File: config.mk
export PLATFORM = sky130hd
export DESIGN_NAME = parity_frame_rx_flat
export DESIGN_NICKNAME = d
export VERILOG_FILES = /design/src/rtl/parity_frame_rx_if.sv /design/src/rtl/parity_frame_rx.sv /design/src/flat_wrapper.sv
export SDC_FILE = /design/constraint.sdc
export NUM_CORES = 1
export LEC_CHECK = 0
export ABC_AREA = 0
export CAP_MARGIN = 40
export CORE_MARGIN = 3
export CORE_UTILIZATION = 53
export DETAILED_ROUTE_END_ITERATION = 7
export GPL_ROUTABILITY_DRIVEN = 1
export PLACE_DENSITY = 0.77
export SKIP_LAST_GASP = 1
export SYNTH_ARGS = -nofsm -noshare
export SYNTH_HDL_FRONTEND = slang
export SYNTH_SLANG_ARGS = --single-unit
File: constraint.sdc
create_clock -name clk -period 1.85 [get_ports clk]
set_input_delay 0.37 -clock clk [delete_from_list [all_inputs] [get_ports clk]]
set_output_delay 0.37 -clock clk [all_outputs]
set_load 0.1 [all_outputs]
File: src/rtl/parity_frame_rx_if.sv
// Serial line in, decoded frame and status out.
// slave = receiver side, master = line driver / frame consumer.
interface parity_frame_rx_if #(
  parameter int DATA_W = 8
);
  logic              x;
  logic              en;
  logic [DATA_W-1:0] data;
  logic              valid;
  logic              parity_err;
  logic              frame_err;
  logic              busy;

  modport slave (
    input  x, en,
    output data, valid, parity_err, frame_err, busy
  );

  modport master (
    output x, en,
    input  data, valid, parity_err, frame_err, busy
  );
endinterface

File: src/rtl/parity_frame_rx.sv
// Strobed serial frame receiver: start, LSB-first data, parity, stop.
// Flags and data are registered together with a one-cycle valid pulse.
module parity_frame_rx #(
  parameter int DATA_W     = 8,
  parameter bit ODD_PARITY = 1'b0
) (
  input  logic clk,
  input  logic rst,
  parity_frame_rx_if.slave bus
);
  localparam int CW = $clog2(DATA_W) + 1;

  typedef enum logic [1:0] {
    IDLE,
    DATA,
    PARITY,
    STOP
  } state_t;

  state_t            state_q, state_d;
  logic [CW-1:0]     cnt_q, cnt_d;
  logic              par_q, par_d;
  logic              perr_q, perr_d;
  logic [DATA_W-1:0] shr_q, shr_d;
  logic [DATA_W-1:0] data_q, data_d;
  logic              valid_q, valid_d;
  logic              pe_q, pe_d;
  logic              fe_q, fe_d;

  always_comb begin
    state_d = state_q;
    cnt_d   = cnt_q;
    par_d   = par_q;
    perr_d  = perr_q;
    shr_d   = shr_q;
    data_d  = data_q;
    pe_d    = pe_q;
    fe_d    = fe_q;
    valid_d = 1'b0;
    if (bus.en) begin
      unique case (state_q)
        IDLE: begin
          if (!bus.x) begin
            state_d = DATA;
            cnt_d   = '0;
            par_d   = 1'b0;
          end
        end
        DATA: begin
          for (int i = 0; i < DATA_W; i++) begin
            if (cnt_q == CW'(i)) shr_d[i] = bus.x;
          end
          par_d = par_q ^ bus.x;
          cnt_d = cnt_q + CW'(1);
          if (cnt_q == CW'(DATA_W - 1)) state_d = PARITY;
        end
        PARITY: begin
          perr_d  = bus.x ^ par_q ^ ODD_PARITY;
          state_d = STOP;
        end
        STOP: begin
          state_d = IDLE;
          data_d  = shr_q;
          pe_d    = perr_q;
          fe_d    = ~bus.x;
          valid_d = 1'b1;
        end
        default: state_d = IDLE;
      endcase
    end
  end

  always_ff @(posedge clk) begin
    if (rst) begin
      state_q <= IDLE;
      cnt_q   <= '0;
      par_q   <= 1'b0;
      perr_q  <= 1'b0;
      shr_q   <= '0;
      data_q  <= '0;
      valid_q <= 1'b0;
      pe_q    <= 1'b0;
      fe_q    <= 1'b0;
    end else begin
      state_q <= state_d;
      cnt_q   <= cnt_d;
      par_q   <= par_d;
      perr_q  <= perr_d;
      shr_q   <= shr_d;
      data_q  <= data_d;
      valid_q <= valid_d;
      pe_q    <= pe_d;
      fe_q    <= fe_d;
    end
  end

  assign bus.data       = data_q;
  assign bus.valid      = valid_q;
  assign bus.parity_err = pe_q;
  assign bus.frame_err  = fe_q;
  assign bus.busy       = (state_q != IDLE);
endmodule

File: src/flat_wrapper.sv
// flat-port wrapper written by rule: the top's interface ports become plain ports
module parity_frame_rx_flat 
#(
  parameter int DATA_W     = 8,
  parameter bit ODD_PARITY = 1'b0
)
  (clk, rst, bus_x, bus_en, bus_data, bus_valid, bus_parity_err, bus_frame_err, bus_busy);
  parity_frame_rx_if #(.DATA_W(DATA_W)) bus_i ();
  input  logic clk;
  input  logic rst;
  input wire logic [$bits(bus_i.x)-1:0] bus_x;
  input wire logic [$bits(bus_i.en)-1:0] bus_en;
  output wire logic [$bits(bus_i.data)-1:0] bus_data;
  output wire logic [$bits(bus_i.valid)-1:0] bus_valid;
  output wire logic [$bits(bus_i.parity_err)-1:0] bus_parity_err;
  output wire logic [$bits(bus_i.frame_err)-1:0] bus_frame_err;
  output wire logic [$bits(bus_i.busy)-1:0] bus_busy;
  assign bus_i.x = bus_x;
  assign bus_i.en = bus_en;
  assign bus_data = bus_i.data;
  assign bus_valid = bus_i.valid;
  assign bus_parity_err = bus_i.parity_err;
  assign bus_frame_err = bus_i.frame_err;
  assign bus_busy = bus_i.busy;
  parity_frame_rx #(.DATA_W(DATA_W), .ODD_PARITY(ODD_PARITY)) u_core (.clk(clk), .rst(rst), .bus(bus_i));
endmodule
==> run metrics <==
WP data required=1.48 ns; number of global-route vias before repair=1,004; Crit path buffers/inverters=3; CTS clk-pin slew, worst paths=0.15 ns; status=completed; Setup TNS=0 ns; Clk Tree Root Cell=clkbuf_4; Setup-failing EPs final=0; highest ir drop seen on vdd=0.471 mV; placed insts=187; Final Core Density=74.5%; Syn. warnings=0; Placement Cell Area=1520 sq um; total gr overflow=0; WHS=0.466 ns; Die ar.=2940 sq um; minimum clock period=1.71 ns; final setup margin=0.145 ns; Fmax achieved=586 MHz; Post-Syn Instances=151; dpl hpwl=1.82 mm; Hold Crit Class=reg2reg; skew final=0.00745 ns; initial core utilization=59.2%; Worst path top cell family by delay=flip-flops; Fin. Hold Viols=0; crit start category=register; CP arrival=1.34 ns; pre-CTS setup slack=0.0702 ns; Crit path top cell by count=inv_1; Routed Antenna Nets=0; setup repair after global routing missed its margin=no; worst-skew pair later-pin latency=0.32 ns; TritonCTS Sinks=27; Critical Setup Path Class=reg2out; first-pass GRT wire length=4.23 mm; Power Total=1.01 mW; Unique masters post-synth=29; most common cell after layout, fill and taps aside=nand2_1; most frequent cells in the layout=38 x nand2_1, 25 x dfxtp_1, 21 x a21oi_1; leak pwr=0.550 nW; TritonCTS buffer count=3; fin crit share=92.2%; critical-path cell list=inv_1, ha_2, inv_1, buf_12; Die W=54.2 um; Post-Syn Area=1230 sq um; vias per cell=5.42; via count=1,036; FF+latch count, synth=27; top_reg_cell synth=dfxtp_1; Crit. End Element=output port; final wirelength=2.43 mm; Final Instance Area=1550 sq um; H-Tree Depth=1; Least-Margin Pin Slew=0.391 ns; Non-Filler Instances=191; Setup Buffers After CTS=0; DRT Pass-1 Iters=4; CP max stage delay=0.39 ns; Avg Cell Area, Syn=8.16 sq um; Core ar.=2080 sq um; post-synthesis async set-or-reset flop share=0%; share of layout cells above drive strength 1=15.2%; MaxCap Viol Count=0; pin count of the biggest net entering global routing=20; Chip Height=54.2 um; CTS tree=built; Worst slew margin=73.8%; synthesized net count=164; Final GP Congestion=0.847; nets=178; EDFF count, synth=0; Slew Limit Fails=0; IO Pins=16; I/O Buffers=15; Bufs on Longest Clock Path=2; row cnt=16; Area growth, synth to finish=25.9%; FILL cells=159; CP max-delay cell=dfxtp_2; initial antenna violation count=0; critical path fanouts, max=6; Pwr Density=651 nW/um^2; Routed WL per cell=12.7 um; drt initial violations=21; Global Route Usage Sum=19.6%; n_diodes=0; # DRC=0; part of the Yosys area used for sequential elements=43.9%
worst min-delay path: cells and delay by family, from the launching register on:
family | cells | cell delay [ns]
AOI/OAI and AO/OA | 1 | 0.05
and+or+nand+nor | 1 | 0.05
DFF | 1 | 0.34
cells in the mapped netlist (2+ instances only):
master | count | share of area, %
nand2_1 | 38 | 12
dfxtp_1 | 27 | 44
a21oi_1 | 21 | 8.5
ha_1 | 9 | 9.1
nand3_1 | 9 | 3.7
nor2_1 | 8 | 2.4
inv_1 | 5 | 1.5
buf_2 | 4 | 1.6
clkbuf_1 | 4 | 1.2
nor3_1 | 3 | 1.2
a21boi_2 | 2 | 1.8
nand3b_1 | 2 | 1.2
o211ai_1 | 2 | 1.2
xor2_1 | 2 | 1.4
where the power goes:
part	leakage [nW]	internal, mW	switching [mW]
clock network	0.0139	0.0825	0.172
logic	0.318	0.0585	0.0986
registers	0.219	0.590	0.00747
total	0.550	0.731	0.278
per-layer routing:
layer | GRT usage, % | part of all wire [%] | wire length (um)
met3 | 2.72 | 2.8 | 69
met1 | 22.8 | 45 | 1090
met4 | 8.71 | 0.74 | 18
met5 | 0 | 0 | 0
met2 | 35.3 | 51 | 1240
area by class of cell:
cell class	count	area [sq um]	share of cell area [%]
multi-input cells	110	633	40.8
repair buffers	18	293	18.9
clock inverters	1	7.51	0.484
well taps	27	33.8	2.18
clock buffers	3	22.5	1.45
flip-flops and latches	27	543	35.0
inverters	5	18.8	1.21
logic make-up after synthesis:
| kind of cell | after synthesis | synth area share, % |
|---|---|---|
| flip-flops | 27 | 43.9 |
| XOR/XNOR | 3 | 2.13 |
| adder cells (fa/ha/maj) | 9 | 9.14 |
| buffers and inverters | 14 | 4.97 |
| multiplexers | 1 | 0.812 |
| AO/OA/AOI/OAI | 30 | 14.5 |
| AND/OR/NAND/NOR | 67 | 24.6 |
timing repair:
item	CTS	global route
hold buffers	0	0
endpoints found under the setup margin	0	1
resized for setup	0	3
hold endpoints to repair	0	0
state kept, by name, indices dropped and copies added (netlist names):
| signal | cells |
|---|---|
| u_core.bus.data | 8 |
| u_core.shr_q | 8 |
| u_core.cnt_q | 4 |
| u_core.state_q | 2 |
| u_core.bus.frame_err | 1 |
| u_core.bus.parity_err | 1 |
| u_core.bus.valid | 1 |
| u_core.par_q | 1 |
| u_core.perr_q | 1 |
path summary, 6_finish.rpt:
check / from / endpoint / slack (ns) / cells past startpoint
min reg2reg: u_core.shr_q[3] / u_core.shr_q[3] / 0.47 / 2
min: u_core.shr_q[3] / u_core.shr_q[3] / 0.47 / 2
max: u_core.state_q[0] / bus_busy / 0.14 / 4
max reg2reg: u_core.state_q[1] / u_core.shr_q[4] / 0.32 / 6
Note: power is estimated with default switching activity, not from simulation.
